===== config.mk =====
export PLATFORM = sky130hd
export DESIGN_NAME = pie_cmd_gen_flat
export DESIGN_NICKNAME = d
export VERILOG_FILES = /design/src/rtl/pie_cmd_gen_if.sv /design/src/rtl/pie_cmd_gen.sv /design/src/flat_wrapper.sv
export SDC_FILE = /design/constraint.sdc
export NUM_CORES = 1
export LEC_CHECK = 0
export ABC_AREA = 1
export CAP_MARGIN = 20
export CORE_ASPECT_RATIO = 2
export CORE_MARGIN = 5
export CORE_UTILIZATION = 35
export DETAILED_ROUTE_END_ITERATION = 8
export PLACE_DENSITY_LB_ADDON = 0.12
export SYNTH_ARGS = -nofsm -noshare
export SYNTH_HDL_FRONTEND = slang
export SYNTH_SLANG_ARGS = --single-unit

===== constraint.sdc =====
create_clock -name clk -period 7.7 [get_ports clk]
set_clock_uncertainty 0.1 [all_clocks]
set_input_delay 1.155 -clock clk [delete_from_list [all_inputs] [get_ports clk]]
set_output_delay 1.155 -clock clk [all_outputs]
set_load 0.01 [all_outputs]

===== src/rtl/pie_cmd_gen_if.sv =====
// Command/timing inputs and waveform/status outputs of the PIE command generator.
// The slave modport is the generator side; the master modport is the driver side.
interface pie_cmd_gen_if #(
    parameter int MAXBITS = 64,
    parameter int CNTW    = 16,
    parameter int LENW    = 7
);
    logic               start;
    logic               abort;
    logic [MAXBITS-1:0] cmd_bits;
    logic [LENW-1:0]    cmd_len;
    logic               preamble_en;
    logic [CNTW-1:0]    delim_ticks;
    logic [CNTW-1:0]    pw_ticks;
    logic [CNTW-1:0]    tari_ticks;
    logic [CNTW-1:0]    data1_ticks;
    logic [CNTW-1:0]    rtcal_ticks;
    logic [CNTW-1:0]    trcal_ticks;
    logic               demod_out;
    logic               ready;
    logic               busy;
    logic               done;
    logic               err;
    logic               bit_strobe;

    modport master (
        output start, abort, cmd_bits, cmd_len, preamble_en,
               delim_ticks, pw_ticks, tari_ticks, data1_ticks, rtcal_ticks, trcal_ticks,
        input  demod_out, ready, busy, done, err, bit_strobe
    );

    modport slave (
        input  start, abort, cmd_bits, cmd_len, preamble_en,
               delim_ticks, pw_ticks, tari_ticks, data1_ticks, rtcal_ticks, trcal_ticks,
        output demod_out, ready, busy, done, err, bit_strobe
    );
endinterface


===== src/rtl/pie_cmd_gen.sv =====
// Reader-side PIE command generator: delimiter, data-0, RTcal, optional TRcal,
// then MSB-first payload symbols, each symbol ending in a pw_ticks low pulse.
module pie_cmd_gen #(
    parameter int MAXBITS = 64,
    parameter int CNTW    = 16,
    parameter int LENW    = 7
) (
    input logic          clk,
    input logic          reset,
    pie_cmd_gen_if.slave bus
);
    localparam int IDXW = (MAXBITS > 1) ? $clog2(MAXBITS) : 1;

    typedef enum logic [3:0] {
        IDLE   = 4'd0,
        DELIM  = 4'd1,
        D0_HI  = 4'd2,
        D0_LO  = 4'd3,
        RT_HI  = 4'd4,
        RT_LO  = 4'd5,
        TR_HI  = 4'd6,
        TR_LO  = 4'd7,
        BIT_HI = 4'd8,
        BIT_LO = 4'd9,
        FIN    = 4'd10
    } state_t;

    state_t             state_r, state_nxt_s;
    logic [CNTW-1:0]    cnt_r, cnt_nxt_s;
    logic [IDXW-1:0]    idx_r, idx_nxt_s;
    logic [MAXBITS-1:0] bits_r;
    logic [CNTW-1:0]    pw_r, tari_r, data1_r, rtcal_r, trcal_r;
    logic               pre_r;
    logic               accept_s, enter_bit_s, last_s, sym_bit_s;
    logic               err_nxt_s, strobe_nxt_s;
    logic               demod_r, ready_r, busy_r, done_r, err_r, strobe_r;

    function automatic logic cfg_valid(
        input logic [CNTW-1:0] delim, pw, tari, data1, rtcal, trcal,
        input logic            pre,
        input logic [LENW-1:0] len
    );
        cfg_valid = (pw >= CNTW'(1)) && (pw < tari) && (tari < data1) &&
                    (rtcal > pw) && (!pre || (trcal > pw)) &&
                    (delim >= CNTW'(1)) &&
                    (len >= LENW'(1)) && (len <= LENW'(MAXBITS));
    endfunction

    // Validity guarantees sym > pw, so the high part never underflows.
    function automatic logic [CNTW-1:0] hi_len(input logic [CNTW-1:0] sym, pw);
        hi_len = sym - pw;
    endfunction

    assign last_s = (cnt_r == CNTW'(1));

    // Next-state, phase counter reload and bit index sequencing.
    always_comb begin
        state_nxt_s  = state_r;
        cnt_nxt_s    = cnt_r - CNTW'(1);
        idx_nxt_s    = idx_r;
        accept_s     = 1'b0;
        enter_bit_s  = 1'b0;
        err_nxt_s    = 1'b0;
        strobe_nxt_s = 1'b0;
        if ((state_r != IDLE) && (state_r != FIN) && bus.abort) begin
            state_nxt_s = IDLE;
            cnt_nxt_s   = cnt_r;
        end else begin
            case (state_r)
                IDLE, FIN: begin
                    state_nxt_s = IDLE;
                    cnt_nxt_s   = cnt_r;
                    if (bus.start && !bus.abort) begin
                        if (cfg_valid(bus.delim_ticks, bus.pw_ticks, bus.tari_ticks,
                                      bus.data1_ticks, bus.rtcal_ticks, bus.trcal_ticks,
                                      bus.preamble_en, bus.cmd_len)) begin
                            accept_s    = 1'b1;
                            state_nxt_s = DELIM;
                            cnt_nxt_s   = bus.delim_ticks;
                            idx_nxt_s   = IDXW'(bus.cmd_len - LENW'(1));
                        end else begin
                            err_nxt_s = 1'b1;
                        end
                    end else begin
                        err_nxt_s = 1'b0;
                    end
                end
                DELIM:  if (last_s) begin state_nxt_s = D0_HI;  cnt_nxt_s = hi_len(tari_r, pw_r);  end else begin state_nxt_s = DELIM;  end
                D0_HI:  if (last_s) begin state_nxt_s = D0_LO;  cnt_nxt_s = pw_r;                  end else begin state_nxt_s = D0_HI;  end
                D0_LO:  if (last_s) begin state_nxt_s = RT_HI;  cnt_nxt_s = hi_len(rtcal_r, pw_r); end else begin state_nxt_s = D0_LO;  end
                RT_HI:  if (last_s) begin state_nxt_s = RT_LO;  cnt_nxt_s = pw_r;                  end else begin state_nxt_s = RT_HI;  end
                TR_HI:  if (last_s) begin state_nxt_s = TR_LO;  cnt_nxt_s = pw_r;                  end else begin state_nxt_s = TR_HI;  end
                BIT_HI: if (last_s) begin state_nxt_s = BIT_LO; cnt_nxt_s = pw_r;                  end else begin state_nxt_s = BIT_HI; end
                RT_LO: begin
                    if (last_s && pre_r) begin
                        state_nxt_s = TR_HI;
                        cnt_nxt_s   = hi_len(trcal_r, pw_r);
                    end else if (last_s) begin
                        enter_bit_s = 1'b1;
                    end else begin
                        state_nxt_s = RT_LO;
                    end
                end
                TR_LO: if (last_s) begin enter_bit_s = 1'b1; end else begin state_nxt_s = TR_LO; end
                BIT_LO: begin
                    if (last_s && (idx_r == IDXW'(0))) begin
                        state_nxt_s = FIN;
                    end else if (last_s) begin
                        idx_nxt_s   = idx_r - IDXW'(1);
                        enter_bit_s = 1'b1;
                    end else begin
                        state_nxt_s = BIT_LO;
                    end
                end
                default: state_nxt_s = IDLE;
            endcase
        end
        sym_bit_s = bits_r[idx_nxt_s];
        if (enter_bit_s) begin
            state_nxt_s  = BIT_HI;
            cnt_nxt_s    = hi_len(sym_bit_s ? data1_r : tari_r, pw_r);
            strobe_nxt_s = 1'b1;
        end else begin
            strobe_nxt_s = 1'b0;
        end
    end

    // State, counters and registered outputs decoded from the next state.
    always_ff @(posedge clk) begin
        if (!reset) begin
            state_r  <= IDLE;
            cnt_r    <= CNTW'(0);
            idx_r    <= IDXW'(0);
            demod_r  <= 1'b1;
            ready_r  <= 1'b1;
            busy_r   <= 1'b0;
            done_r   <= 1'b0;
            err_r    <= 1'b0;
            strobe_r <= 1'b0;
        end else begin
            state_r  <= state_nxt_s;
            cnt_r    <= cnt_nxt_s;
            idx_r    <= idx_nxt_s;
            demod_r  <= !((state_nxt_s == DELIM) || (state_nxt_s == D0_LO) || (state_nxt_s == RT_LO) ||
                          (state_nxt_s == TR_LO) || (state_nxt_s == BIT_LO));
            ready_r  <= (state_nxt_s == IDLE) || (state_nxt_s == FIN);
            busy_r   <= (state_nxt_s != IDLE) && (state_nxt_s != FIN);
            done_r   <= (state_nxt_s == FIN);
            err_r    <= err_nxt_s;
            strobe_r <= strobe_nxt_s;
        end
    end

    // Frame configuration captured on the accepting edge.
    always_ff @(posedge clk) begin
        if (!reset) begin
            bits_r  <= {MAXBITS{1'b0}};
            pw_r    <= CNTW'(0);
            tari_r  <= CNTW'(0);
            data1_r <= CNTW'(0);
            rtcal_r <= CNTW'(0);
            trcal_r <= CNTW'(0);
            pre_r   <= 1'b0;
        end else if (accept_s) begin
            bits_r  <= bus.cmd_bits;
            pw_r    <= bus.pw_ticks;
            tari_r  <= bus.tari_ticks;
            data1_r <= bus.data1_ticks;
            rtcal_r <= bus.rtcal_ticks;
            trcal_r <= bus.trcal_ticks;
            pre_r   <= bus.preamble_en;
        end
    end

    assign bus.demod_out  = demod_r;
    assign bus.ready      = ready_r;
    assign bus.busy       = busy_r;
    assign bus.done       = done_r;
    assign bus.err        = err_r;
    assign bus.bit_strobe = strobe_r;
endmodule

===== src/flat_wrapper.sv =====
// flat-port wrapper written by rule: the top's interface ports become plain ports
module pie_cmd_gen_flat 
#(
    parameter int MAXBITS = 64,
    parameter int CNTW    = 16,
    parameter int LENW    = 7
)
  (clk, reset, bus_start, bus_abort, bus_cmd_bits, bus_cmd_len, bus_preamble_en, bus_delim_ticks, bus_pw_ticks, bus_tari_ticks, bus_data1_ticks, bus_rtcal_ticks, bus_trcal_ticks, bus_demod_out, bus_ready, bus_busy, bus_done, bus_err, bus_bit_strobe);
  pie_cmd_gen_if #(.MAXBITS(MAXBITS), .CNTW(CNTW), .LENW(LENW)) bus_i ();
  input logic clk;
  input logic reset;
  input wire logic [$bits(bus_i.start)-1:0] bus_start;
  input wire logic [$bits(bus_i.abort)-1:0] bus_abort;
  input wire logic [$bits(bus_i.cmd_bits)-1:0] bus_cmd_bits;
  input wire logic [$bits(bus_i.cmd_len)-1:0] bus_cmd_len;
  input wire logic [$bits(bus_i.preamble_en)-1:0] bus_preamble_en;
  input wire logic [$bits(bus_i.delim_ticks)-1:0] bus_delim_ticks;
  input wire logic [$bits(bus_i.pw_ticks)-1:0] bus_pw_ticks;
  input wire logic [$bits(bus_i.tari_ticks)-1:0] bus_tari_ticks;
  input wire logic [$bits(bus_i.data1_ticks)-1:0] bus_data1_ticks;
  input wire logic [$bits(bus_i.rtcal_ticks)-1:0] bus_rtcal_ticks;
  input wire logic [$bits(bus_i.trcal_ticks)-1:0] bus_trcal_ticks;
  output wire logic [$bits(bus_i.demod_out)-1:0] bus_demod_out;
  output wire logic [$bits(bus_i.ready)-1:0] bus_ready;
  output wire logic [$bits(bus_i.busy)-1:0] bus_busy;
  output wire logic [$bits(bus_i.done)-1:0] bus_done;
  output wire logic [$bits(bus_i.err)-1:0] bus_err;
  output wire logic [$bits(bus_i.bit_strobe)-1:0] bus_bit_strobe;
  assign bus_i.start = bus_start;
  assign bus_i.abort = bus_abort;
  assign bus_i.cmd_bits = bus_cmd_bits;
  assign bus_i.cmd_len = bus_cmd_len;
  assign bus_i.preamble_en = bus_preamble_en;
  assign bus_i.delim_ticks = bus_delim_ticks;
  assign bus_i.pw_ticks = bus_pw_ticks;
  assign bus_i.tari_ticks = bus_tari_ticks;
  assign bus_i.data1_ticks = bus_data1_ticks;
  assign bus_i.rtcal_ticks = bus_rtcal_ticks;
  assign bus_i.trcal_ticks = bus_trcal_ticks;
  assign bus_demod_out = bus_i.demod_out;
  assign bus_ready = bus_i.ready;
  assign bus_busy = bus_i.busy;
  assign bus_done = bus_i.done;
  assign bus_err = bus_i.err;
  assign bus_bit_strobe = bus_i.bit_strobe;
  pie_cmd_gen #(.MAXBITS(MAXBITS), .CNTW(CNTW), .LENW(LENW)) u_core (.clk(clk), .reset(reset), .bus(bus_i));
endmodule

# [Yosys cells after proc, flatten, opt, wreduce, memory -nomap -nowiden]
# Index checks and enable logic that the tools add are counted.
[op_classes] n_bitwise=3 reduce_logical=31 muxes=45 order_cmp=9 addsub=7 n_eq_ne=22
[ops] operator="16-bit two-way mux" n=9
[ops] operator="16-bit case mux with 5 select lines" n=1
[ops] operator="16-bit subtractor" n=4
[ops] operator="4-bit case mux with 10 select lines" n=1
[ops] operator="16-bit by 1-bit greater-or-equal comparator with 1-bit output (second input constant)" n=2
[ops] operator="16-bit > comparator" n=2
[ops] operator="16-bit less-than comparator" n=2
[ops] operator="4-bit two-way mux" n=8
[ops] operator="6-bit two-way mux" n=5
[ops] operator="4-bit by 3-bit == test with 1-bit output (second input constant)" n=6
[ops] operator="4-bit == test (second input constant)" n=5
[ops] operator="16-bit by 1-bit == test with 1-bit output (second input constant)" n=1
[ops] operator="1-bit two-way mux" n=16
[ops] operator="16-bit by 1-bit subtractor with 16-bit output (second input constant)" n=1
[ops] operator="1-bit logical AND" n=13
[ops] operator="4-bit by 2-bit == test with 1-bit output (second input constant)" n=3
[ops] operator="6-bit case mux with 2 select lines" n=1
[ops] operator="6-bit by 1-bit subtractor with 6-bit output (second input constant)" n=2
[ops] operator="4-bit by 1-bit == test with 1-bit output (second input constant)" n=2
[ops] operator="4-bit logical NOT" n=2
[ops] operator="4-bit inequality test (second input constant)" n=2
[ops] operator="4-bit nonzero test" n=2
[ops] operator="4-bit OR reduction" n=2
[ops] operator="7-bit by 1-bit greater-or-equal comparator with 1-bit output (second input constant)" n=1
[ops] operator="14 further kinds" n=24
[word_totals] reg_bits=177 input_bits=172

# [Logic depth before layout (Yosys ltp)]
# Gate-level depths: netlist (run 1).
[depth] depth_word=19 depth_mapped=52 ltp_nobuf=50

# [Least setup slack after synthesis (run 1)]
# Ideal clock, no wire load.
[synth_path] path_kind="in2reg" start="input port bus_tari_ticks[15]" end="register u_core.cnt_r[14]" path_slack_ns=1.451 t_required_ns=7.530 stages=47 t_arrival_ns=6.079 cell_sequence="inv_1 > ha_1 > nand2_1 > inv_2 > nand2_1 > nand2_1 > nor2_1 > nand2_1 > nor2_1 > nand3_1 > nor2_4 > nand3_4 > nand2_1 > nand3_2 > nand2_4 > nand2_2 > buf_6 > buf_6 > [11 not listed] > nor2_1 > nor2_1 > o21ai_0 > inv_1 > nor2_1 > o21ai_0 > nand2_1 > a21oi_1 > o21ai_0 > a21oi_1 > o21bai_1 > nand2_1 > nand2_1 > a21oi_1 > or2_2 > a21oi_1 > o21ai_0 > a21oi_1"
[synth_between] elab_chain_len=17 word_cells_on_any_way=20 classes_between="add/sub (1); order compare (2); eq/ne (1); mux (8); reduce/logical (8)"
[synth_lines] item="start, declared" line_no="flat_wrapper.sv:19" source="input wire logic [$bits(bus_i.tari_ticks)-1:0] bus_tari_ticks;"
[synth_lines] item="16-bit less-than comparator" line_no="pie_cmd_gen.sv:43" source="cfg_valid = (pw >= CNTW'(1)) && (pw < tari) && (tari < data1) &&"
[synth_lines] item="1-bit logical AND" line_no="pie_cmd_gen.sv:43"
[synth_lines] item="1-bit logical AND * (2 in a row)" line_no="pie_cmd_gen.sv:43"
[synth_lines] item="1-bit logical AND * (2 in a row)" line_no="pie_cmd_gen.sv:44" source="(rtcal > pw) && (!pre || (trcal > pw)) &&"
[synth_lines] item="1-bit logical AND *" line_no="pie_cmd_gen.sv:45" source="(delim >= CNTW'(1)) &&"
[synth_lines] item="1-bit logical AND *" line_no="pie_cmd_gen.sv:46" source="(len >= LENW'(1)) && (len <= LENW'(MAXBITS));"
[synth_lines] item="6-bit two-way mux" line_no="pie_cmd_gen.sv:74" source="if (cfg_valid(bus.delim_ticks, bus.pw_ticks, bus.tari_ticks,"
[synth_lines] item="6-bit two-way mux" line_no="pie_cmd_gen.sv:73" source="if (bus.start && !bus.abort) begin"
[synth_lines] item="6-bit case mux with 2 select lines" line_no="pie_cmd_gen.sv:69" source="case (state_r)"
[synth_lines] item="6-bit two-way mux" line_no="pie_cmd_gen.sv:65" source="if ((state_r != IDLE) && (state_r != FIN) && bus.abort) begin"
[synth_lines] item="1-bit binary-select mux with 6-bit select" line_no="pie_cmd_gen.sv:118" source="sym_bit_s = bits_r[idx_nxt_s];"
[synth_lines] item="1-bit two-way mux (implied by the code)" line_no="pie_cmd_gen.sv:118"
[synth_lines] item="16-bit two-way mux" line_no="pie_cmd_gen.sv:121" source="cnt_nxt_s = hi_len(sym_bit_s ? data1_r : tari_r, pw_r);"
[synth_lines] item="16-bit subtractor" line_no="pie_cmd_gen.sv:51" source="hi_len = sym - pw;"
[synth_lines] item="16-bit two-way mux" line_no="pie_cmd_gen.sv:119" source="if (enter_bit_s) begin"
[synth_lines] item="end signal, assigned" line_no="pie_cmd_gen.sv:142" source="cnt_r <= cnt_nxt_s;"
[synth_lines] item="end, declared" line_no="pie_cmd_gen.sv:29" source="logic [CNTW-1:0] cnt_r, cnt_nxt_s;"
# Every way passes the cells marked *; elsewhere a longest branch is shown, timed or not. The select of a mux whose other input is x is not followed.
# A chain may end at the register's enable or synchronous reset.

# [Worst setup path after layout (run 1)]
[layout_path] start="input port bus_trcal_ticks[13]" end="register u_core.cnt_r[15]"
[layout_between] elab_chain_len=15 word_cells_on_any_way=17 classes_between="add/sub (1); order compare (1); eq/ne (1); mux (8); reduce/logical (6)"
[layout_lines] item="start, declared" line_no="flat_wrapper.sv:22" source="input wire logic [$bits(bus_i.trcal_ticks)-1:0] bus_trcal_ticks;"
[layout_lines] item="16-bit > comparator *" line_no="pie_cmd_gen.sv:44"
[layout_lines] item="1-bit logical OR *" line_no="pie_cmd_gen.sv:44"
[layout_lines] item="1-bit logical AND * (2 in a row)" line_no="pie_cmd_gen.sv:44"
[layout_lines] item="1-bit logical AND *" line_no="pie_cmd_gen.sv:45"
[layout_lines] item="1-bit logical AND *" line_no="pie_cmd_gen.sv:46"
[layout_lines] item="6-bit two-way mux" line_no="pie_cmd_gen.sv:74"
[layout_lines] item="6-bit two-way mux" line_no="pie_cmd_gen.sv:73"
[layout_lines] item="6-bit case mux with 2 select lines" line_no="pie_cmd_gen.sv:69"
[layout_lines] item="6-bit two-way mux" line_no="pie_cmd_gen.sv:65"
[layout_lines] item="1-bit binary-select mux with 6-bit select" line_no="pie_cmd_gen.sv:118"
[layout_lines] item="1-bit two-way mux (implied by the code)" line_no="pie_cmd_gen.sv:118"
[layout_lines] item="16-bit two-way mux" line_no="pie_cmd_gen.sv:121"
[layout_lines] item="16-bit subtractor" line_no="pie_cmd_gen.sv:51"
[layout_lines] item="16-bit two-way mux" line_no="pie_cmd_gen.sv:119"
# Marks and branches as above.

==> flow_summary.yaml, run 1 <==
synthesis:
  async_flop_share: 0
  yosysWarnings: 0
  synth_area_leaders: "dfxtp_1, ha_1, nand2_1"
  synth_edf_count: 0
  synth_cells: 2038
  ys.flop_type: "dfxtp_1"
  yosysTopAreaCell: "dfxtp_1"
  synth_seq_cells: 177
  yosysSeqAreaShare: 0.267
  synth_cell_type_count: 54
  syn-num-nets: 2342
  netlist_top_cells_count: "nand2_1, a21oi_1, nand3_1, inv_1, dfxtp_1"
  yosysMostFrequentCell: "nand2_1"
  yosys.area.top_type_share: 0.267
  syn_area_um2: 13300
  syn_area_per_cell_um2: 6.52
timing:
  worst_pin_slew_ps: 1120
  period_needed_ps: 7240
  rsz0062_at_grt: "true"
  fin_crit_sh: 0.941
  slew_viol_final: 0
  relSlewSlack: 0.255
  hold_viol_final: 0
  whs_ps: 361
  fmax_ghz: 0.138
  setup_violations: 0
drt:
  viasPerCell: 5.42
  drt_wl_total_um: 58300
  ant_nets: 0
  routed-via-count: 14596
  detail_route.first_pass.iterations: 5
  drc: 0
  detail_route.wl_per_cell_um: 21.7
  drtIter0Drc: 702
floorplanning:
  pin_count: 178
  die_w_um: 148
  initial_core_util: 0.352
  die_h_um: 286
  core-area_um2: 37800
  num_rows: 101
  die_area_um2: 42200
clock_network:
  insertion_delay_ps: 470
  cts.sinks: 177
  h-tree-depth: 4
  clk_pin_slew_worst_paths_ps: 90
  hold_buffers: 0
  cts-root-buf: "clkbuf_16"
  cts_tree: "built"
  clockBufferDepth: 2
  cts_made_buffers: 17
pwr:
  p_switching_w: 0.000892
  p_leak_nw: 7.10
  internal_power_w: 0.00164
  seqPwrFrac: 0.371
  swShare: 0.352
  p_total_w: 0.00253
  clkPwrFrac: 0.383
  pwr-share-comb: 0.246
  ir_drop_v: 0.000162
  power.density_nw_per_um2: 153
global_route:
  antenna_found_initial: 0
  grt_start_max_net_pins: 101
  grt_pass1_vias: 14838
  grt_usage: 0.272
  grt_remaining_overflow: 0
  grt_pass1_wl_um: 86300
cells_and_area:
  drive_gt1_frac: 0.0718
  instances_no_fill: 2691
  fin_area_um2: 16600
  antenna_cells: 0
  syn2layout_area_growth_pct: 24.7
  nNetsFinal: 2519
worst_setup_path:
  setup.worst_path.start: "bus_trcal_ticks[13]"
  cp_data_arrival_time_ps: 7550
  critPathCapture: "u_core.cnt_r[15]$_SDFFE_PN0P_"
  worstReg2RegEnd: "u_core.cnt_r[15]$_SDFFE_PN0P_"
  worst_ep_required_time_ps: 8010
  crit_top_cell: "nand2_1"
  worst_r2r_startpoint: "u_core.state_r[3]$_SDFF_PN0_"
  r2r_slack_ps: 1350
  endpoint_kind: "register"
  r2r_cells: 42
  cp-start-kind: "primary input"
  crit_fanout: 31
  slowest_stage: "clkdlybuf4s50_1"
  max_stage_delay_ps: 530
  criticalPathCategory: "primary input to register"
place:
  dp.cells: 2659
  port_buffers: 177
  post_dp_cell_area_um2: 15900
  dp_hpwl_um: 47300
  routabilityCongestion: 0.939
outcome:
  outcome: "finished, final reports clean"
job:
  cap_violations: 0
min_path:
  hold_path_class: "register to register"
per-stage QoR:
step / setup WS (ps) / TNS [ps] / util
final: 457 / 0 / 0.438
after global routing: -19.9 / -19.9 / 0.438
after CTS: 251 / 0 / 0.437
after detailed placement: -200 / -200 / 0.420
after global placement: -144 / -144 / 0.420
after floorplan: 1450 / 0 / -
how the worst min path moves through the flow:
stage / start / end / slack [ps] / depth (start not counted)
after floorplan: u_core.bits_r[14]$_SDFFE_PN0P_ / u_core.bits_r[14]$_SDFFE_PN0P_ / 330 / 2
after global placement: u_core.bits_r[6]$_SDFFE_PN0P_ / u_core.bits_r[6]$_SDFFE_PN0P_ / 340 / 2
after detailed placement: u_core.bits_r[6]$_SDFFE_PN0P_ / u_core.bits_r[6]$_SDFFE_PN0P_ / 350 / 2
after CTS: u_core.bits_r[38]$_SDFFE_PN0P_ / u_core.bits_r[38]$_SDFFE_PN0P_ / 360 / 2
after global routing: u_core.trcal_r[9]$_SDFFE_PN0P_ / u_core.trcal_r[9]$_SDFFE_PN0P_ / 390 / 2
final: u_core.bits_r[38]$_SDFFE_PN0P_ / u_core.bits_r[38]$_SDFFE_PN0P_ / 360 / 2
layout by cell type (no fill, tap or decap), types with 13 or more instances in the layout:
cell and count:
buf_4 68, xor2_1 24, o21ai_1 21, o211ai_1 13, clkbuf_16 17, inv_1 220, o21ai_0 134, clkdlybuf4s50_1 173
nand2_1 411, nor3_1 16, nor2_1 129, dfxtp_1 177, ha_1 128, a21oi_1 274, nand3_1 249, inv_2 15
kinds of logic (layout without fill, tap and decap cells):
kind of cell	after synthesis	count (layout)	share of synthesized area
flip-flops	177	177	0.267
XOR/XNOR	37	37	0.0244
adder cells (fa/ha/maj)	132	132	0.127
AO/OA/AOI/OAI	504	504	0.205
buffers and inverters	330	520	0.0963
AND/OR/NAND/NOR	858	858	0.281
repair_timing:
action                                  in CTS  in global routing
endpoints found under the setup margin       0                  3
gates resized for setup                      0                 10
setup buffers                                0                  0
sequential cells by signal, summed over array words and instances (netlist names), 4 cells and up:
name / cells
u_core.bits_r: 64
u_core.cnt_r: 16
u_core.data1_r: 16
u_core.pw_r: 16
u_core.rtcal_r: 16
u_core.tari_r: 16
u_core.trcal_r: 16
u_core.idx_r: 6
u_core.state_r: 4
cell type report:
cell class	instances	area, µm²
fillers	3959	21200
multi-input cells	1531	8510
flip-flops and latches	177	3540
repair buffers	249	2360
inverters	239	900
well taps	463	579
clock buffers	17	425
clock inverters	15	238
critical path: cells and delay by family:
family          cells  cell delay [ps]
simple gates       27             2800
compound gates      9             1250
fa+ha+maj           2              640
xor+xnor            1              230
buf+inv             9             1430
layer usage:
layer	global-route usage	wire, µm	vias up
met5	0	0	-
met4	0.217	5350	0
met3	0.0293	1820	177
met2	0.542	32700	441
met1	0.237	18400	6741
li1	-	-	7237
power by group through the flow:
| stage | Clock, W | Combinational (W) | Sequential (W) |
|---|---|---|---|
| after floorplan | 0 | 0.000339 | 0.000956 |
| after global placement | 0 | 0.000612 | 0.000961 |
| after detailed placement | 0 | 0.000615 | 0.000961 |
| after CTS | 0.000985 | 0.000618 | 0.000940 |
| after global routing | 0.00102 | 0.000685 | 0.000941 |
| final | 0.000971 | 0.000623 | 0.000940 |
Note: power is estimated with default switching activity, not from simulation.
==> run 2: changes to the inputs <==
--- a/config.mk
+++ b/config.mk
@@ -8,8 +8,9 @@
 export ABC_AREA = 1
 export CAP_MARGIN = 20
 export CORE_ASPECT_RATIO = 2
-export CORE_MARGIN = 5
 export CORE_UTILIZATION = 35
+export CTS_BUF_LIST = sky130_fd_sc_hd__clkbuf_8
+export CTS_CLUSTER_DIAMETER = 40
 export DETAILED_ROUTE_END_ITERATION = 8
 export PLACE_DENSITY_LB_ADDON = 0.12
 export SYNTH_ARGS = -nofsm -noshare
==> run 2 against run 1 <==
Compared with the run above: clock power down 25%; non-clock buffer count up 9; hold slack better by 4.0 ps; global-route usage up 2.4 points; register-to-register slack worse by 300 ps; sequential cell count unchanged; utilization up 0.24 points; critical path depth unchanged; cell count up 0.22%; combinational power up 0.8%; highest routed layer unchanged.
==> flow_summary.yaml, run 2 (same netlist as run 1, synthesis figures left out) <==
outcome:
  outcome: "finished, final reports clean"
place:
  dp_hpwl_um: 45600
  port_buffers: 177
  routabilityCongestion: 0.950
  post_dp_cell_area_um2: 15900
  pre_cts_slack_ps: -345
clock_network:
  cts-root-buf: "clkbuf_8"
  insertion_delay_ps: 540
  cts_made_buffers: 17
  h-tree-depth: 4
  clk_pin_slew_worst_paths_ps: 120
  clockBufferDepth: 2
  cts_tree: "built"
  cts.sinks: 177
drt:
  drtIter0Drc: 771
  drt_wl_total_um: 56600
  ant_nets: 0
  viasPerCell: 5.43
  routed-via-count: 14649
  detail_route.first_pass.iterations: 5
  detail_route.wl_per_cell_um: 21.0
  drc: 0
worst_setup_path:
  crit_top_cell: "nand2_1"
  r2r_cells: 35
  crit_fanout: 6
  cp-start-kind: "primary input"
  criticalPathCategory: "primary input to register"
  endpoint_kind: "register"
  cp_data_arrival_time_ps: 7650
  worst_ep_required_time_ps: 8070
  max_stage_delay_ps: 580
  slowest_stage: "clkdlybuf4s50_1"
timing:
  period_needed_ps: 7280
  whs_ps: 364
  rsz0062_at_grt: "false"
  relSlewSlack: 0.218
  worst_pin_slew_ps: 1160
  hold_viol_final: 0
  slew_viol_final: 0
  finalWorstSetupSlack_ps: 416
  setup_violations: 0
  fin_crit_sh: 0.946
  fmax_ghz: 0.137
floorplanning:
  die_h_um: 278
  die_area_um2: 38800
  die_w_um: 140
  pin_count: 178
  core-area_um2: 37300
  initial_core_util: 0.356
  num_rows: 100
cells_and_area:
  final_util: 0.441
  fillerInstances: 4023
  fin_area_um2: 16400
  multiInputGateArea_um2: 8490
  drive_gt1_frac: 0.0747
  largest-register: "u_core.bits_r"
  mostFrequentLayoutCells: "nand2_1, a21oi_1, nand3_1, inv_1, dfxtp_1"
  largest_reg_flops: 64
  final-seq-area_um2: 3540
  syn2layout_area_growth_pct: 23.7
  nNetsFinal: 2528
  final_common_cell: "nand2_1"
job:
  cap_violations: 0
global_route:
  grt_remaining_overflow: 0
  grt_pass1_wl_um: 85200
  grt_pass1_vias: 15145
  grt_usage: 0.296
  grt_start_max_net_pins: 77
  antenna_found_initial: 1
min_path:
  hold_path_class: "register to register"
  hold_depth: 2
pwr:
  ir_drop_v: 0.000120
  p_total_w: 0.00230
  power.density_nw_per_um2: 140
  p_leak_nw: 7.05
[run 2: cell types whose count changed in the layout (fill, tap and decap cells not counted), moves of 2 or more]
cell / before / now
clkdlybuf4s50_1: 173 / 175
dlymetal6s2s_1: 3 / 1
o21ai_0: 134 / 136
buf_12: 4 / 7
clkbuf_8: 0 / 17
o21ai_1: 21 / 19
buf_4: 68 / 73
clkbuf_16: 17 / 0
clkinv_8: 8 / 5
[run 2: through the flow]
stage	TNS (ps)	cells
floorplan	0	2038
global placement	-436	2663
detailed placement	-406	2663
CTS	0	2695
global route	0	2697
finish	0	2697
[run 2: final timing paths]
path	end	startpoint	slack, ps
hold reg to reg	u_core.bits_r[6]$_SDFFE_PN0P_	u_core.bits_r[6]$_SDFFE_PN0P_	360
hold / removal	u_core.bits_r[6]$_SDFFE_PN0P_	u_core.bits_r[6]$_SDFFE_PN0P_	360
setup reg to reg	u_core.cnt_r[15]$_SDFFE_PN0P_	u_core.state_r[3]$_SDFF_PN0_	1050
setup / recovery	u_core.cnt_r[15]$_SDFFE_PN0P_	bus_pw_ticks[1]	420
[run 2: worst max-delay path, delay by kind of cell]
kind	cells	cell delay, ps
simple gates	26	2420
xor+xnor	1	200
compound gates	9	1590
fa+ha+maj	2	610
buf+inv	10	1660
[run 2: per-layer routing]
layer	global-route usage	share of wire	wire length (µm)
met1	0.252	0.32	17900
met2	0.590	0.56	31800
met3	0.0344	0.027	1540
met4	0.262	0.095	5360
met5	0	0	0
[run 2: power breakdown]
group | total, W | leakage, nW | switching (W) | internal, W
combinational | 0.000628 | 5.40 | 0.000367 | 0.000261
sequential | 0.000940 | 1.43 | 0.0000110 | 0.000929
clock | 0.000732 | 0.222 | 0.000466 | 0.000266
total | 0.00230 | 7.05 | 0.000844 | 0.00146
[run 2: area by class of cell]
| cell class | instances | area share |
|---|---|---|
| antenna | 1 | 0.000152 |
| clock buffer | 17 | 0.0142 |
| clock inverter | 15 | 0.0133 |
| inverter | 239 | 0.0548 |
| multi-input combinational | 1531 | 0.517 |
| sequential | 177 | 0.216 |
| tap | 459 | 0.0350 |
| timing repair buffer | 258 | 0.150 |
[run 2: what timing repair did]
action,CTS,global route
endpoints found under the setup margin,0,2
resized for setup,0,6
setup buffers,0,1
hold buffers,0,0
